**src/rtl/track_pkg.sv**
```systemverilog
// Shared types and default parameters for the chase-pipeline supervisor.
package track_pkg;

    typedef enum logic [2:0] {
        ST_INIT      = 3'd0,
        ST_SELECTED  = 3'd1,
        ST_CONFIRMED = 3'd2,
        ST_MOVE      = 3'd3,
        ST_PAUSE     = 3'd4,
        ST_LOST      = 3'd5
    } state_t;

    localparam int COORD_W_DEF     = 9;
    localparam int RAD_W_DEF       = 7;
    localparam int SPEED_W_DEF     = 9;
    localparam int NUM_MOTORS_DEF  = 2;
    localparam int LOST_FRAMES_DEF = 8;
    localparam int RAMP_STEP_DEF   = 4;
    localparam int X_DEFAULT_DEF   = 160;
    localparam int MIN_RAD_DEF     = 10;

endpackage

```
**src/rtl/speed_ramp.sv**
```systemverilog
// One motor channel: signed speed register that moves towards the command
// by at most RAMP_STEP per step, or snaps to zero when cleared.
module speed_ramp #(
    parameter int SPEED_W   = 9,
    parameter int RAMP_STEP = 4
) (
    input  logic               clk_in,
    input  logic               rst_in,
    input  logic               clear_in,
    input  logic               step_in,
    input  logic [SPEED_W-1:0] cmd_in,
    output logic [SPEED_W-1:0] speed_out
);

    localparam logic signed [SPEED_W:0] STEP_POS = (SPEED_W+1)'(RAMP_STEP);
    localparam logic signed [SPEED_W:0] STEP_NEG = -STEP_POS;

    logic [SPEED_W-1:0]      speed_q, speed_d;
    logic signed [SPEED_W:0] diff, delta, sum;

    // One extra bit keeps cmd - speed exact for any pair of SPEED_W values.
    always_comb begin
        diff = $signed({cmd_in[SPEED_W-1], cmd_in}) - $signed({speed_q[SPEED_W-1], speed_q});
        if (diff > STEP_POS) begin
            delta = STEP_POS;
        end else if (diff < STEP_NEG) begin
            delta = STEP_NEG;
        end else begin
            delta = diff;
        end
        sum     = $signed({speed_q[SPEED_W-1], speed_q}) + delta;
        speed_d = speed_q;
        if (clear_in) begin
            speed_d = '0;
        end else if (step_in) begin
            speed_d = sum[SPEED_W-1:0];
        end
    end

    always_ff @(posedge clk_in or negedge rst_in) begin
        if (!rst_in) begin
            speed_q <= '0;
        end else begin
            speed_q <= speed_d;
        end
    end

    assign speed_out = speed_q;

endmodule

```
**src/rtl/track_supervisor.sv**
```systemverilog
// Run-time supervisor: selection/confirmation FSM, per-frame measurement hold
// with missing-target defaults, and per-channel slew-limited motor speeds.
module track_supervisor
    import track_pkg::*;
#(
    parameter int COORD_W     = COORD_W_DEF,
    parameter int RAD_W       = RAD_W_DEF,
    parameter int SPEED_W     = SPEED_W_DEF,
    parameter int NUM_MOTORS  = NUM_MOTORS_DEF,
    parameter int LOST_FRAMES = LOST_FRAMES_DEF,
    parameter int RAMP_STEP   = RAMP_STEP_DEF,
    parameter int X_DEFAULT   = X_DEFAULT_DEF,
    parameter int MIN_RAD     = MIN_RAD_DEF
) (
    input  logic                          clk_in,
    input  logic                          rst_in,
    input  logic                          frame_done_in,
    input  logic                          activate_in,
    input  logic                          confirm_in,
    input  logic                          pause_in,
    input  logic                          target_valid_in,
    input  logic [COORD_W-1:0]            x_in,
    input  logic [COORD_W-1:0]            y_in,
    input  logic [RAD_W-1:0]              rad_in,
    input  logic [RAD_W-1:0]              goal_rad_in,
    input  logic [NUM_MOTORS*SPEED_W-1:0] speed_cmd_in,
    output logic [NUM_MOTORS*SPEED_W-1:0] speed_out,
    output logic [NUM_MOTORS-1:0]         motor_en_out,
    output logic [COORD_W-1:0]            x_out,
    output logic [COORD_W-1:0]            y_out,
    output logic [RAD_W-1:0]              rad_out,
    output logic [2:0]                    state_out,
    output logic                          lost_out
);

    localparam int                 CNT_W     = $clog2(LOST_FRAMES + 1);
    localparam logic [CNT_W-1:0]   LOST_MAX  = CNT_W'(LOST_FRAMES);
    localparam logic [COORD_W-1:0] X_DEF_V   = COORD_W'(X_DEFAULT);
    localparam logic [RAD_W-1:0]   MIN_RAD_V = RAD_W'(MIN_RAD);

    state_t                  state_q, state_d;
    logic                    confirm_q;
    logic [COORD_W-1:0]      x_q, x_d, y_q, y_d;
    logic [RAD_W-1:0]        rad_q, rad_d;
    logic [CNT_W-1:0]        lost_cnt_q, lost_cnt_d;
    logic [NUM_MOTORS-1:0]   motor_en_q, motor_en_d;
    logic                    lost_q, lost_d;
    logic                    confirm_edge;
    logic                    ramp_clear;

    always_comb begin
        confirm_edge = confirm_in & ~confirm_q;
        x_d          = x_q;
        y_d          = y_q;
        rad_d        = rad_q;
        lost_cnt_d   = lost_cnt_q;
        if (frame_done_in) begin
            if (target_valid_in) begin
                x_d        = x_in;
                y_d        = y_in;
                rad_d      = (rad_in < MIN_RAD_V) ? goal_rad_in : rad_in;
                lost_cnt_d = '0;
            end else begin
                x_d = X_DEF_V;
                if (lost_cnt_q != LOST_MAX) begin
                    lost_cnt_d = lost_cnt_q + 1'b1;
                end
            end
        end

        state_d = state_q;
        if (!activate_in) begin
            state_d = ST_INIT;
        end else begin
            case (state_q)
                ST_INIT:      if (confirm_edge) state_d = ST_SELECTED;
                ST_SELECTED:  if (confirm_edge) state_d = ST_CONFIRMED;
                ST_CONFIRMED: if (frame_done_in && target_valid_in) state_d = ST_MOVE;
                ST_MOVE: begin
                    if (pause_in) begin
                        state_d = ST_PAUSE;
                    end else if (frame_done_in && !target_valid_in && lost_cnt_d == LOST_MAX) begin
                        state_d = ST_LOST;
                    end
                end
                ST_PAUSE:     if (!pause_in && frame_done_in) state_d = ST_MOVE;
                ST_LOST: begin
                    if (pause_in) begin
                        state_d = ST_PAUSE;
                    end else if (frame_done_in && target_valid_in) begin
                        state_d = ST_MOVE;
                    end
                end
                default:      state_d = ST_INIT;
            endcase
        end

        motor_en_d = (state_d == ST_MOVE) ? {NUM_MOTORS{1'b1}} : '0;
        lost_d     = (state_d == ST_LOST);
        // Speeds only live while MOVE persists; any entry into MOVE starts from zero.
        ramp_clear = !(state_q == ST_MOVE && state_d == ST_MOVE);
    end

    always_ff @(posedge clk_in or negedge rst_in) begin
        if (!rst_in) begin
            state_q    <= ST_INIT;
            confirm_q  <= 1'b0;
            x_q        <= X_DEF_V;
            y_q        <= '0;
            rad_q      <= '0;
            lost_cnt_q <= '0;
            motor_en_q <= '0;
            lost_q     <= 1'b0;
        end else begin
            state_q    <= state_d;
            confirm_q  <= confirm_in;
            x_q        <= x_d;
            y_q        <= y_d;
            rad_q      <= rad_d;
            lost_cnt_q <= lost_cnt_d;
            motor_en_q <= motor_en_d;
            lost_q     <= lost_d;
        end
    end

    for (genvar i = 0; i < NUM_MOTORS; i++) begin : g_ramp
        speed_ramp #(
            .SPEED_W   (SPEED_W),
            .RAMP_STEP (RAMP_STEP)
        ) u_ramp (
            .clk_in    (clk_in),
            .rst_in    (rst_in),
            .clear_in  (ramp_clear),
            .step_in   (frame_done_in),
            .cmd_in    (speed_cmd_in[i*SPEED_W +: SPEED_W]),
            .speed_out (speed_out[i*SPEED_W +: SPEED_W])
        );
    end

    assign state_out    = state_q;
    assign motor_en_out = motor_en_q;
    assign x_out        = x_q;
    assign y_out        = y_q;
    assign rad_out      = rad_q;
    assign lost_out     = lost_q;

endmodule

```
**config.mk**
```make
export PLATFORM = sky130hd
export DESIGN_NAME = track_supervisor
export DESIGN_NICKNAME = d
export VERILOG_FILES = /design/src/rtl/track_pkg.sv /design/src/rtl/speed_ramp.sv /design/src/rtl/track_supervisor.sv
export SDC_FILE = /design/constraint.sdc
export NUM_CORES = 1
export LEC_CHECK = 0
export ABC_AREA = 1
export CORE_MARGIN = 1
export CORE_UTILIZATION = 55
export CTS_CLUSTER_DIAMETER = 40
export DETAILED_ROUTE_END_ITERATION = 6
export PLACE_DENSITY = 0.88
export SKIP_CTS_REPAIR_TIMING = 1
export SYNTH_ARGS = -nofsm -noshare
export SYNTH_HDL_FRONTEND = slang
export SYNTH_SLANG_ARGS = --single-unit
```
**constraint.sdc**
```tcl
create_clock -name clk_in -period 5.36 [get_ports clk_in]
set_input_delay 0.536 -clock clk_in [delete_from_list [all_inputs] [get_ports clk_in]]
set_output_delay 0.536 -clock clk_in [all_outputs]
set_load 0.05 [all_outputs]
```
Yosys cells after proc, flatten, opt, wreduce, memory -nomap -nowiden --
Cells that the tools add are included. Widths: inputs -> output; s select.
Word-level totals: flip-flop bits (word level) 54, bits of input ports 57, word-level logic and storage cells 64
Cells by class: $add $sub $neg 5, magnitude comparators 5, equal/unequal tests 10, mux-type cells 23, bitwise operators 2, reductions and logical operators 9
Operator list (count):
- $mux 9 | 9
- $mux 3 | 8
- $gt 10x4->1 const B | 2
- $lt 10x3->1 const B | 2
- $sub 9x9->10 | 2
- $add 9x9->9 | 2
- $pmux 3 s6 | 1
- $mux 4 | 3
- $eq 3x2->1 const B | 3
- $eq 3x3->1 const B | 3
- $lt 7x4->1 const B | 1
- $mux 7 | 1
- $logic_and 1x1->1 | 5
- $add 4x1->4 const B | 1
- $eq 4x4->1 const B | 1
- $ne 4x4->1 const B | 1
- $eq 3x1->1 const B | 1
- $logic_not 3->1 | 1
- $logic_not 1->1 | 2
- $mux 2 | 1
- $ne 2x2->1 const B | 1
- $reduce_and 2->1 | 1
- $and 1x1->1 | 1
- $not 1->1 | 1

Longest topological paths before layout --
depth in word-level cells 13, mapped depth 29

Hierarchy --
From an unflattened synthesis, not the netlist that was laid out.
Unflattened totals: cell total of the unflattened synthesis 631, area total of the unflattened synthesis 4342.9 sq um
Modules (own cells, without submodules):
- track_supervisor | times used 1, cells each 187, area an instance 1630.3 sq um, seq. area each 878.3 sq um
- speed_ramp (g_ramp[1].u_ramp) | times used 1, cells each 233, area an instance 1395.1 sq um, seq. area each 225.2 sq um
- speed_ramp (g_ramp[0].u_ramp) | times used 1, cells each 211, area an instance 1317.5 sq um, seq. area each 225.2 sq um

Least setup slack after synthesis --
No wires, ideal clock.
path kind reg2reg, start register g_ramp[0].u_ramp.speed_q[0], end register g_ramp[0].u_ramp.speed_q[8], setup time 0.067 ns, data arrival time 3.371 ns, path slack 1.922 ns, stages on the path, launching flop included 24, buffers on the path 0, clock period less this slack 3.438 ns, cells stage by stage dfrtp_1 > ha_1 > fa_1 > o21ai_1 > nand2_1 > nand3_1 > nand2_1 > nand3_1 > nor2_1 > a21oi_1 > nor2_1 > ha_1 > fa_1 > nand3_1 > nand3_1 > nand2_1 > nand2_1 > nand2_1 > nand2_1 > inv_1 > nand2_1 > nand2_1 > nand4_1 > nand2_1
Between the ends: cells in the longest elaborated chain, start to end 7, elaborated cells between the ends (all ways) 8, those cells by class add/sub: 2; order compare: 2; mux: 4
RTL lines:
- start: declaration | line speed_ramp.sv:18 | logic [SPEED_W-1:0] speed_q, speed_d;
- start signal: assignment | line speed_ramp.sv:44 | speed_q <= speed_d;
- $sub 9x9->10 | line speed_ramp.sv:23 | diff = $signed({cmd_in[SPEED_W-1], cmd_in}) - $signed({speed_q[SPEED_W-1], speed_q});
- $lt 10x3->1 | line speed_ramp.sv:26 | end else if (diff < STEP_NEG) begin
- $mux 9 | line speed_ramp.sv:26
- $mux 9 | line speed_ramp.sv:24 | if (diff > STEP_POS) begin
- $add 9x9->9 * | line speed_ramp.sv:31 | sum = $signed({speed_q[SPEED_W-1], speed_q}) + delta;
- $mux 9 * | line speed_ramp.sv:35 | end else if (step_in) begin
- $mux 9 * | line speed_ramp.sv:33 | if (clear_in) begin
Every way passes the cells marked *; elsewhere a longest branch is shown, timed or not. The select of a mux whose other input is x is not followed. A chain may end at the register's enable or synchronous reset.

Worst setup path after layout --
start input port speed_cmd_in[0], end register g_ramp[0].u_ramp.speed_q[8]
Between the ends: cells in the longest elaborated chain, start to end 7, elaborated cells between the ends (all ways) 8, those cells by class add/sub: 2; order compare: 2; mux: 4
RTL lines:
- start: declaration | line track_supervisor.sv:26 | input logic [NUM_MOTORS*SPEED_W-1:0] speed_cmd_in,
- $sub 9x9->10 * | line speed_ramp.sv:23
- $lt 10x3->1 | line speed_ramp.sv:26
- $mux 9 | line speed_ramp.sv:26
- $mux 9 * | line speed_ramp.sv:24
- $add 9x9->9 * | line speed_ramp.sv:31
- $mux 9 * | line speed_ramp.sv:35
- $mux 9 * | line speed_ramp.sv:33
Marks and branches as above.

==> results.md <==
Floorplanning:
- The total area inside the core boundary comes to 7687 um2.
- 106 I/O pins were placed.
- Once the floorplan was initialized, standard cells occupied 56.45% of the core.
- The overall die width is 90.82 um.
- Row generation in the floorplan step produced 32 rows.
- The die covers 8248 um2.
- From bottom edge to top edge, the die measures 90.82 um.

Synthesis:
- The sequential share of the synthesized area is 30.62%.
- The number of synthesized register bits is 53.
- The synthesized instance count is 616.
- The mean area per synthesized cell is 7.044 um2.
- The count of cell types in the netlist is 36.
- In the post-synthesis netlist, the biggest area contributors are dfrtp_1 29%, nand2_1 15%, ha_1 11%, inv_1 7.9%, nand4_1 6.6%.
- The number of nets handed over by synthesis was 715.
- Of all cell types, the one taking the most synthesized area is dfrtp_1.
- The total standard cell area after synthesis is 4339 um2.
- The top cell type by area accounts for 29.41% of the synthesized area.
- Yosys printed 0 warnings.

Place:
- Including well taps, the total number of placed cells is 807.
- The worst-case setup slack after placement is 1.155 ns.
- At the end of routability-driven placement, the weighted congestion stood at 0.9061.
- The half-perimeter wire length of the detailed placement result is 8.133 mm.
- The total of buffers placed on input and output ports is 105.

Setup path:
- For the worst setup path, the data required time is 5.61 ns.
- The type of element launching the critical path is an input port.
- On the worst path, the slowest cell contributes a delay of 0.45 ns.
- The sort of element at the end of the critical path is a flop.
- Counting stages on the worst path, the most repeated cell is nand2_1.
- The class of the most critical setup path is input port to flop.
- In this run the worst path has a maximum fanout of 3.
- The data arrival time of the worst path is 4.16 ns.
- The largest delay contributor family on the critical path is simple AND/OR/NAND/NOR gates.
- The number of buffers and inverters on the critical path is 3.
- The reg-to-reg setup timing slack is 1.72 ns.
- The slowest stage of the critical path belongs to the cell clkdlybuf4s50_1.

Power:
- The switching power total is 0.0003851 W.
- For this design the static power due to leakage is 2.853 nW.
- Of the total power, the clock network draws 22.3%.
- In this run switching power makes up 36.85% of total power.
- VDD sags by at most 0.0001526 V.
- In this run, flip-flops and latches consume 42.8% of the power.
- The internal power of the cells is 0.0006600 W.
- Dividing total power by cell area gives a power density of 189.9 nW/um2.
- The design draws 0.001045 W.
- Per report_power, the combinational group accounts for 34.9% of the total.

Routing:
- The number of nets with antenna violations after routing is 0.
- The via count normalized by instance count is 5.453.
- For this run, design rule violations remaining after detail routing come to 0.
- The total vias in the final route is 4444.
- The post-detailed-route wirelength per cell is 13.16 um.
- The length of the first detailed-routing pass in iterations is 5.
- Summed over all layers, the routed wires come to 10.72 mm.
- For this block, the initial DRC count from the detailed router was 206.

STA:
- Between clock sinks in the finished design, the worst skew comes to 0.009063 ns.
- The max-slew violation count is 0.
- Timing would allow up to 255.4 MHz.
- The share of the cycle needed by the critical path after routing is 73.05%.
- The final setup violation count is 0.
- For the pin with the worst max-slew slack, the measured transition is 0.8931 ns.
- The final critical-path setup slack is 1.445 ns.
- Setup repair after global routing left no endpoint under its margin.
- The post-layout minimum cycle time is 3.915 ns.
- The number of endpoints with negative hold slack in the final report came to 0.
- The normalized max-slew margin is 40.33%.
- The sum of negative setup slack is 0 ns.
- The final-layout worst hold slack is 0.3321 ns.

Global route:
- The total congestion overflow is 0.
- The initial antenna violation count was 0.
- The number of global-route vias before repair is 4268.
- The first global-routing pass estimated 18.48 mm of wire.
- The global router's overall resource usage is 26.86%.
- The maximum number of pins on one net before global-route repair is 54.

Layout:
- Cells with a size suffix above 1 make up 3.226% of the layout.
- The number of antenna diodes in the final layout is 0.
- The number of standard cells in the layout, taps in and fillers out is 815.
- In the final design database the tool counted 811 nets.
- The area growth from synthesis to layout is 26.82%.

Clock tree:
- The later-pin clock latency in the skew report is 0.31 ns.
- The clock-pin slew on the worst setup and hold paths is 0.09 ns.
- CTS built an H-tree with a depth of 2.
- The largest buffer count on any clock path is 2.
- TritonCTS built the clock tree.
- The clock net in this run drives a total of 53 sinks.
- The number of CTS-inserted buffers is 5.
- The tree is rooted in a clkbuf_8.

Run:
- Max-cap violations in this run came to 0.

Worst hold path:
- The worst min-delay path category is input port to async pin.

Status:
- The flow ran to the end, and the final reports show no timing, DRC or antenna violations.
[kinds of logic (layout without fill, tap and decap cells)]
| group | after synthesis | after routing | share of synthesized area, % |
|---|---|---|---|
| adder cells (fa/ha/maj) | 42 | 42 | 12.80 |
| flip-flops | 53 | 53 | 30.62 |
| buffers and inverters | 116 | 213 | 11.13 |
| XOR/XNOR | 19 | 19 | 3.835 |
| AND/OR/NAND/NOR | 323 | 323 | 32.70 |
| AO/OA/AOI/OAI | 63 | 63 | 8.910 |
[synthesized netlist by cell type]
master / number
nand2_1: 174
inv_1: 91
dfrtp_1: 51
nor2_1: 49
nand4_1: 46
nand3_1: 40
ha_1: 38
a21oi_1: 24
o21ai_0: 18
xor2_1: 11
xnor2_1: 8
a22o_1: 7
buf_2: 5
buf_6: 5
inv_2: 5
nor3_1: 5
a21o_1: 4
clkbuf_1: 4
fa_1: 4
nand3b_1: 4
buf_1: 3
clkinv_1: 2
dfstp_2: 2
nand3_2: 2
o21a_1: 2
o22a_1: 2
a21oi_4: 1
a31oi_1: 1
and3_1: 1
buf_4: 1
nand2_2: 1
o211a_1: 1
o21ai_1: 1
o21ai_2: 1
o22ai_1: 1
or2_1: 1
[stage by stage]
stage	util [%]	cell area, um2
3_3_place_gp	70.41	5413
6_report	71.58	5503
3_5_place_dp	70.41	5413
2_1_floorplan	-	4339
4_1_cts	71.58	5503
5_1_grt	71.58	5503
[layout make-up]
class / count / area (um2)
Clock buffer: 5 / 68.82
Clock inverter: 3 / 21.27
Fill cell: 614 / 2185
Inverter: 98 / 367.9
Multi-Input combinational cell: 447 / 2527
Sequential cell: 53 / 1329
Tap cell: 102 / 127.6
Timing Repair Buffer: 107 / 1061
[cell usage in the layout, fill, tap and decap left out, types with 2 or more instances in the layout]
cell type / instances
o21ai_0: 18
nand3b_1: 4
dfrtp_1: 51
nand3_2: 2
a21oi_1: 24
xnor2_1: 8
a21o_1: 4
o21a_1: 2
a22o_1: 7
inv_2: 5
o22a_1: 2
clkdlybuf4s50_1: 104
nor2_1: 49
buf_4: 2
nand2_1: 174
nor3_1: 5
nand3_1: 40
xor2_1: 11
ha_1: 38
dfstp_2: 2
nand4_1: 46
inv_1: 91
fa_1: 4
clkbuf_8: 5
clkinv_1: 2
[registers in the layout, summed over array words and instances (netlist names)]
register / cells
lost_out: 1
g_ramp.u_ramp.speed_out: 18
state_out: 3
motor_en_out: 1
lost_cnt_q: 4
y_out: 9
x_out: 9
rad_out: 7
confirm_q: 1
[power by group through the flow]
stage | clock [W] | combinational, W | sequential (W)
after floorplan | 0 | 0.000156 | 0.000531
after global placement | 0 | 0.000353 | 0.000453
after detailed placement | 0 | 0.000362 | 0.000454
after CTS | 0.000238 | 0.000364 | 0.000447
after global routing | 0.000256 | 0.000398 | 0.000451
final | 0.000233 | 0.000365 | 0.000447
[final timing paths]
| kind | end | startpoint | cells after the start |
|---|---|---|---|
| max in group asynchronous | x_out[6]$_DFFE_PN0P_ | rst_in | 2 |
| min | state_out[1]$_DFF_PN0_ | rst_in | 2 |
| min reg2reg | y_out[1]$_DFFE_PN0P_ | y_out[1]$_DFFE_PN0P_ | 2 |
| min in group clk_in | y_out[1]$_DFFE_PN0P_ | y_out[1]$_DFFE_PN0P_ | 2 |
| max | g_ramp[0].u_ramp.speed_out[8]$_DFFE_PN0P_ | speed_cmd_in[0] | 25 |
| max reg2reg | g_ramp[0].u_ramp.speed_out[8]$_DFFE_PN0P_ | g_ramp[0].u_ramp.speed_out[0]$_DFFE_PN0P_ | 23 |
[metal layers]
metal / track usage, % / part of all wire (%)
met1: 33.78 / 43
met2: 45.83 / 48
met3: 6.734 / 7.7
met5: 0 / 0
met4: 7.143 / 1.3
Note: power is estimated with default switching activity, not from simulation.
